===== src/rtl/score_digit_encoder.sv =====
// Pong score keeper: counts point pulses for two players, detects game end and
// drives registered 7-segment masks for the two on-screen digit renderers.
module score_digit_encoder #(
    parameter int unsigned WIN_SCORE    = 9,
    parameter int unsigned BLINK_FRAMES = 30
) (
    input  logic       i_clk,
    input  logic       i_reset,
    input  logic       i_point_p1,
    input  logic       i_point_p2,
    input  logic       i_restart,
    input  logic       i_frame_start,
    output logic [6:0] o_digit_p1,
    output logic [6:0] o_digit_p2,
    output logic       o_game_over,
    output logic [1:0] o_winner
);

    localparam int unsigned CntW = $clog2(BLINK_FRAMES + 1);
    localparam logic [3:0] WinVal = 4'(WIN_SCORE);
    localparam logic [CntW-1:0] CntLast = CntW'(BLINK_FRAMES - 1);
    localparam logic [6:0] SegZero = 7'h77;

    typedef enum logic [0:0] {
        StPlay,
        StWin
    } state_e;

    function automatic logic [6:0] seg_encode(input logic [3:0] value);
        logic [6:0] seg;
        case (value)
            4'd0:    seg = 7'h77;
            4'd1:    seg = 7'h24;
            4'd2:    seg = 7'h5D;
            4'd3:    seg = 7'h6D;
            4'd4:    seg = 7'h2E;
            4'd5:    seg = 7'h6B;
            4'd6:    seg = 7'h7B;
            4'd7:    seg = 7'h25;
            4'd8:    seg = 7'h7F;
            4'd9:    seg = 7'h6F;
            default: seg = 7'h00;
        endcase
        return seg;
    endfunction

    state_e          state_q, state_d;
    logic [3:0]      score1_q, score1_d;
    logic [3:0]      score2_q, score2_d;
    logic [CntW-1:0] cnt_q, cnt_d;
    logic            blink_on_q, blink_on_d;
    logic [6:0]      digit_p1_q, digit_p1_d;
    logic [6:0]      digit_p2_q, digit_p2_d;
    logic            game_over_q, game_over_d;
    logic [1:0]      winner_q, winner_d;
    logic            hit1, hit2;

    // State register
    always_ff @(posedge i_clk) begin
        if (i_reset) begin
            state_q <= StPlay;
        end else begin
            state_q <= state_d;
        end
    end

    // Scores only move while playing and saturate at the winning value
    always_comb begin
        score1_d = score1_q;
        score2_d = score2_q;
        if (i_restart) begin
            score1_d = 4'd0;
            score2_d = 4'd0;
        end else if (state_q == StPlay) begin
            if (i_point_p1 && (score1_q < WinVal)) begin
                score1_d = score1_q + 4'd1;
            end
            if (i_point_p2 && (score2_q < WinVal)) begin
                score2_d = score2_q + 4'd1;
            end
        end
    end

    assign hit1 = (score1_d == WinVal);
    assign hit2 = (score2_d == WinVal);

    // Next-state logic
    always_comb begin
        state_d = state_q;
        if (i_restart) begin
            state_d = StPlay;
        end else begin
            case (state_q)
                StPlay:  if (hit1 || hit2) state_d = StWin;
                StWin:   state_d = StWin;
                default: state_d = StPlay;
            endcase
        end
    end

    // Blink timer runs only in the win state; playing holds it cleared and lit
    always_comb begin
        cnt_d      = cnt_q;
        blink_on_d = blink_on_q;
        if (i_restart || (state_q != StWin)) begin
            cnt_d      = '0;
            blink_on_d = 1'b1;
        end else if (i_frame_start) begin
            if (cnt_q == CntLast) begin
                cnt_d      = '0;
                blink_on_d = ~blink_on_q;
            end else begin
                cnt_d = cnt_q + CntW'(1);
            end
        end
    end

    // Output logic, computed from next-state values so the registers line up
    always_comb begin
        winner_d = winner_q;
        if (i_restart) begin
            winner_d = 2'b00;
        end else if ((state_q == StPlay) && (state_d == StWin)) begin
            winner_d = {hit2, hit1};
        end
        game_over_d = (state_d == StWin);
        digit_p1_d  = seg_encode(score1_d);
        digit_p2_d  = seg_encode(score2_d);
        if (game_over_d && !blink_on_d) begin
            if (winner_d[0]) digit_p1_d = 7'h00;
            if (winner_d[1]) digit_p2_d = 7'h00;
        end
    end

    always_ff @(posedge i_clk) begin
        if (i_reset) begin
            score1_q    <= 4'd0;
            score2_q    <= 4'd0;
            cnt_q       <= '0;
            blink_on_q  <= 1'b1;
            digit_p1_q  <= SegZero;
            digit_p2_q  <= SegZero;
            game_over_q <= 1'b0;
            winner_q    <= 2'b00;
        end else begin
            score1_q    <= score1_d;
            score2_q    <= score2_d;
            cnt_q       <= cnt_d;
            blink_on_q  <= blink_on_d;
            digit_p1_q  <= digit_p1_d;
            digit_p2_q  <= digit_p2_d;
            game_over_q <= game_over_d;
            winner_q    <= winner_d;
        end
    end

    assign o_digit_p1  = digit_p1_q;
    assign o_digit_p2  = digit_p2_q;
    assign o_game_over = game_over_q;
    assign o_winner    = winner_q;

endmodule


===== config.mk =====
export PLATFORM = sky130hd
export DESIGN_NAME = score_digit_encoder
export DESIGN_NICKNAME = d
export VERILOG_FILES = /design/src/rtl/score_digit_encoder.sv
export SDC_FILE = /design/constraint.sdc
export NUM_CORES = 1
export LEC_CHECK = 0
export ABC_AREA = 1
export CAP_MARGIN = 5
export CORE_AREA = 2 2 61 63
export DETAILED_ROUTE_END_ITERATION = 8
export DIE_AREA = 0 0 63 65
export GPL_TIMING_DRIVEN = 0
export PLACE_DENSITY = 0.87
export RECOVER_POWER = 50
export REMOVE_ABC_BUFFERS = 1
export SLEW_MARGIN = 5
export SYNTH_ARGS = -nofsm -noshare
export SYNTH_HDL_FRONTEND = slang
export SYNTH_SLANG_ARGS = --single-unit

===== constraint.sdc =====
create_clock -name i_clk -period 2.8 [get_ports i_clk]
set_clock_uncertainty 0.2 [all_clocks]
set_input_delay 0.56 -clock i_clk [delete_from_list [all_inputs] [get_ports i_clk]]
set_output_delay 0.56 -clock i_clk [all_outputs]
set_load 0.005 [all_outputs]

Word-level counts from Yosys, hierarchy flattened. Memory sizes are Yosys's and may differ from the RTL's. Cells that the tools add are included.

Output and inout port bits: 17. Input bits: 6. Word-level logic and storage cells: 47. Register bits after elaboration: 31. ROM bits: 224. Memories: 2.

Memory list: (no name shown) (words 16, bits a word 7, read ports 1, clocked after memory_dff 0, wr ports 0, line 31) `case (value)`; (no name shown) (words 16, bits a word 7, read ports 1, clocked after memory_dff 0, wr ports 0, line 31).

$add $sub $neg: 3. Equal/unequal tests: 3. $lt $le $gt $ge: 2. Bitwise gates (word level): 2. Mux-type cells: 19. Reduce and logical (&&, ||, !) cells: 8.

Operator list (number): 7-bit two-way mux (4); 4-bit two-way mux (6); 4-bit by 1-bit adder with 4-bit output (second input constant) (2); 4-bit equality test (second input constant) (2); 4-bit < comparator (second input constant) (2); 5-bit by 1-bit adder with 5-bit output (second input constant) (1); 5-bit equality test (second input constant) (1); 1-bit two-way mux (5); 5-bit two-way mux (1); 1-bit logical AND (4); 2-bit two-way mux (2); 1-bit logical OR (2); 1-bit NOT (2); 1-bit case mux with 2 select lines (1); 2-bit OR reduction (1); 1-bit zero test (1).

Depth between registers and ports, before layout.
Depth in word-level cells: 15. Depth in mapped cells: 16. Gate-level depth less buffers: 16.

Worst setup path before layout. No wires, ideal clock.

Path type: input to register. Start: input i_point_p2. End: register digit_p2_q[0] (netlist: o_digit_p2[0]). Library setup time: 0.123 ns. Cell stages on the path: 14. Required time: 2.477 ns. Setup slack: 0.548 ns. Buffers on the path: 0. Data arrival time: 1.930 ns. Cells stage by stage: inv_1 -> nor2_2 -> nand2_1 -> nand2_1 -> nand2_1 -> a31oi_1 -> ha_1 -> nand3_2 -> nand2_1 -> nand3_2 -> nand2_2 -> nand4_4 -> nand2_1 -> nand2_1.

Cells in the longest elaborated chain, start to end: 14.

Ends and longest elaborated chain: start: declaration (line 10) `input logic i_point_p2,`; 1-bit logical AND (*) (line 78) `if (i_point_p2 && (score2_q < WinVal)) begin`; 4-bit two-way mux (*) (line 78); 4-bit two-way mux (*) (line 74) `end else if (state_q == StPlay) begin`; 4-bit two-way mux (*) (line 71) `if (i_restart) begin`; net score2_d[0] (line 49) `logic [3:0] score2_q, score2_d;`; 4-bit equality test (line 85) `assign hit2 = (score2_d == WinVal);`; 1-bit logical OR (line 94) `StPlay: if (hit1 || hit2) state_d = StWin;`; 1-bit two-way mux (line 94); 1-bit case mux with 2 select lines (line 93) `case (state_q)`; 1-bit two-way mux (line 90) `if (i_restart) begin`; 1-bit logical AND (line 123) `end else if ((state_q == StPlay) && (state_d == StWin)) begin`; 2-bit two-way mux (line 123); 2-bit two-way mux (line 121) `if (i_restart) begin`; 7-bit two-way mux (line 131) `if (winner_d[1]) digit_p2_d = 7'h00;`; 7-bit two-way mux (*) (line 129) `if (game_over_d && !blink_on_d) begin`; end signal: assignment (line 142) `digit_p2_q <= SegZero;`; end signal: assignment (line 151) `digit_p2_q <= digit_p2_d;`; end: declaration (line 53) `logic [6:0] digit_p2_q, digit_p2_d;`.

Mark *: on every way through the listed nets, which the timed path passes. The rest lies on a longest branch. A chain may end at the register's enable or synchronous reset.

Worst setup path in the final report.
Start: input i_restart. End: register digit_p2_q[5] (netlist: o_digit_p2[5]).

Cells in the longest elaborated chain, start to end: 11.

Ends and longest elaborated chain: start: declaration (line 11) `input logic i_restart,`; 4-bit two-way mux (*) (line 71); net score2_d[0] (line 49); 4-bit equality test (line 85); 1-bit logical OR (line 94); 1-bit two-way mux (line 94); 1-bit case mux with 2 select lines (line 93); 1-bit two-way mux (line 90); 1-bit logical AND (line 123); 2-bit two-way mux (line 123); 2-bit two-way mux (line 121); 7-bit two-way mux (line 131); 7-bit two-way mux (*) (line 129).

Marked as above.

==> results.toml <==
[yosys]
synth_top_area_share_pct = 34.4
synthSimpleGateAreaFrac_pct = 35.7
synth_xor_area_share_pct = 1.46
synthTopCellsByCount = "nand2_1 (65), dfxtp_1 (31), inv_1 (31), nor2_1 (25), ha_1 (18)"
synth_edf_count = 0
synth_compound_area_share_pct = 7.29
ys_ff_latch = 31
post_synth_num_cell_types = 33
synth_area_leaders = "dfxtp_1 (34%), nand2_1 (14%), ha_1 (12%)"
yosysTopAreaCell = "dfxtp_1"
yosysMostFrequentCell = "nand2_1"
yosys_warnings = 0
synth_fa_ha_area_share_pct = 12.5
yosysSeqAreaShare_pct = 34.4
synth_top_family_by_area = "simple AND/OR/NAND/NOR gates"
netlist_instances = 238
synthArstFlopShare_pct = 0
ys.flop_type = "dfxtp_1"
synth_area_per_cell_sq_um = 7.58
synth_mux_area_share_pct = 0
synth_area_sq_um = 1800

[floorplan]
dieArea_sq_um = 4100
io_pins = 23
chipHeight_um = 65
rows = 22
die_w_um = 63
start_util_pct = 51.6
coreArea_sq_um = 3500

[cts]
htreeDepth = 2
clockBufferDepth = 2
cts_tree = "built"
cts_setup_buffers = 0
cts.sinks = 31
clk_pin_slew_ns = 0.10
clock-root-buffer = "clkbuf_4"
clk-insertion-delay-late_ns = 0.35
cts_buffers = 5

[worst_setup_path]
cp-start-kind = "input port"
slowest_stage = "clkdlybuf4s50_1"
crit_path_end_kind = "register"
critical_path_required_ns = 2.83
crit_fanout = 10
worstPathArrival_ns = 2.61
cpPeakStageDelay_ns = 0.63
rr_endpoint = "o_digit_p2[5]$_SDFF_PP1_"
worstPathCellList = "clkdlybuf4s50_1, inv_6, nand2_1, a31oi_4, ha_1, nand3_2, nand2_1, nand3_2, nand2_2, nand4_4, nand2_1, nand2_1"
crit_path_frequent_cell = "nand2_1"
r2r_slack_ns = 0.28
crit_type = "input port to register"
reg2reg_from = "score2_q[0]$_SDFF_PP0_"
rr_worst_depth = 15

[drt]
dr.pass1.iters = 4
drc = 0
dr.first_iter.drc_count = 38
ant_nets = 0
routedWlPerCell_um = 10.1
routed_wl_um = 3160
vias_per_cell = 4.77
vias = 1497

[worst_hold_path]
min_path_cells = 2
min_path_type = "register to register"
worstHoldStart = "cnt_q[1]$_SDFFE_PP0P_"
holdPathEnd = "cnt_q[1]$_SDFFE_PP0P_"

[finish]
stdcell_area_sq_um = 2170
finish.utilization_pct = 62.1
final_nets = 289
area_growth_pct = 20.4
multi_input_area_sq_um = 1040
final_cells = 314
fill_cells = 313
regArea_sq_um = 621
layout-drive-gt1-share_pct = 14.3
diodes = 0

[sta]
hold_viol_final = 0
period_needed_ns = 2.58
rsz0062_at_grt = "no"
post-route-period-util_pct = 92.0
fmax_mhz = 388
relSlewSlack_pct = 65.5
setup_viol = 0
worstMarginPinSlew_ns = 0.516
hold_ws_ns = 0.336
slew_violations = 0

[pwr]
power_switching_uw = 227
switching_share_pct = 24.2
powerDensity_nw_per_um2 = 431
seqPwrFrac_pct = 48.8
p_leak_uw = 0.00102
p_int_uw = 710
pwr-share-comb_pct = 11.5
clock_power_share_pct = 39.7
peakVddDrop_v = 0.000272

[global_route]
antenna_found_initial = 0
grt_usage_pct = 17.4
grt_max_degree = 15
grt_overflow_total = 0
grt_pass1_vias = 1380
grt_pass1_wl_um = 5510

[place]
dp.cells = 306
hpwl_um = 2400
port_buffers = 22
dpl_cell_area_sq_um = 2070
routabilityCongestion = 0.867

[job]
maxCapViolCount = 0

[run_status]
status = "finished clean"
==> final cells by class <==
class                   count  share of cell area [%]
inverters                  36                    6.57
repair buffers             22                    10.1
clock buffers               6                    2.36
well taps                  48                    2.77
flip-flops and latches     31                    28.6
clock inverters             2                    1.61
multi-input cells         169                    48.0
==> critical path: cells and delay by family <==
| family | cells | cell delay (ns) |
|---|---|---|
| simple gates | 8 | 0.78 |
| compound gates | 1 | 0.20 |
| fa+ha+maj | 1 | 0.19 |
| buf+inv | 2 | 0.86 |
==> sequential cells by signal, summed over array words and instances (netlist names) <==
name and count:
o_digit_p2 7, score1_q 4, o_game_over 1, o_winner 2, blink_on_q 1, cnt_q 5, score2_q 4, o_digit_p1 7
==> power by group through the flow <==
stage,clock [uW],sequential (uW),combinational [uW]
2_1_floorplan,0,468,63.7
3_3_place_gp,0,468,106
3_5_place_dp,0,468,110
4_1_cts,382,457,110
5_1_grt,401,459,122
6_report,372,457,107
==> worst max-delay path by stage <==
stage          depth (start not counted)  slack [ns]                        to                   start
2_1_floorplan                         14        0.55  o_digit_p2[0]$_SDFF_PP1_              i_point_p2
3_3_place_gp                          12       -0.25  o_digit_p2[0]$_SDFF_PP1_               i_restart
3_5_place_dp                          12       -0.28  o_digit_p2[5]$_SDFF_PP1_               i_restart
4_1_cts                               12        0.07  o_digit_p2[5]$_SDFF_PP1_               i_restart
5_1_grt                               15        0.01  o_digit_p2[2]$_SDFF_PP1_  score2_q[0]$_SDFF_PP0_
6_report                              12        0.22  o_digit_p2[5]$_SDFF_PP1_               i_restart
==> metrics by stage <==
step	total power, uW	TNS (ns)	worst slack [ns]
final	937	0	0.223
after CTS	950	0	0.0721
after detailed placement	577	-3.79	-0.275
after global routing	982	0	0.0114
after floorplan	532	0	0.545
after global placement	574	-3.38	-0.250
==> cell usage in the layout, fill, tap and decap left out <==
cell	n
o21bai_1	1
or2_2	1
nand4_1	3
o21ai_0	8
clkbuf_4	5
o21ai_1	1
nor2_4	1
nor3_1	2
a21oi_4	2
or2_1	2
nand2_4	1
nand3_2	6
dfxtp_1	31
ha_1	18
dlygate4sd3_1	16
inv_4	1
nand3_1	10
a2111oi_0	1
nand2_1	66
clkbuf_8	1
nand2_2	6
inv_6	1
inv_2	2
xnor2_1	1
xor2_1	2
clkdlybuf4s50_1	6
nand4_2	1
inv_1	32
o211ai_2	1
nor2_2	3
a21oi_1	3
bufinv_16	1
nor2_1	25
clkinv_2	1
nand4_4	1
a31oi_4	1
nand3_4	2
==> cell families after synthesis <==
family | after synthesis
buffers and inverters | 38
XOR/XNOR | 3
adder cells (fa/ha/maj) | 18
AO/OA/AOI/OAI | 18
AND/OR/NAND/NOR | 130
flip-flops | 31
==> timing repair <==
action,in CTS,in global routing
gates resized for setup,0,3
setup endpoints to repair,0,13
hold buffers,0,0
==> metal layers <==
metal  part of all wire (%)  track usage, %  up-vias
li1                       -               -      795
met1                     43            17.3      669
met2                     51            31.4       24
met3                    4.1            6.77        9
met4                    1.9            8.61        0
met5                      0               0        -
(Power assumes the default switching activity.)
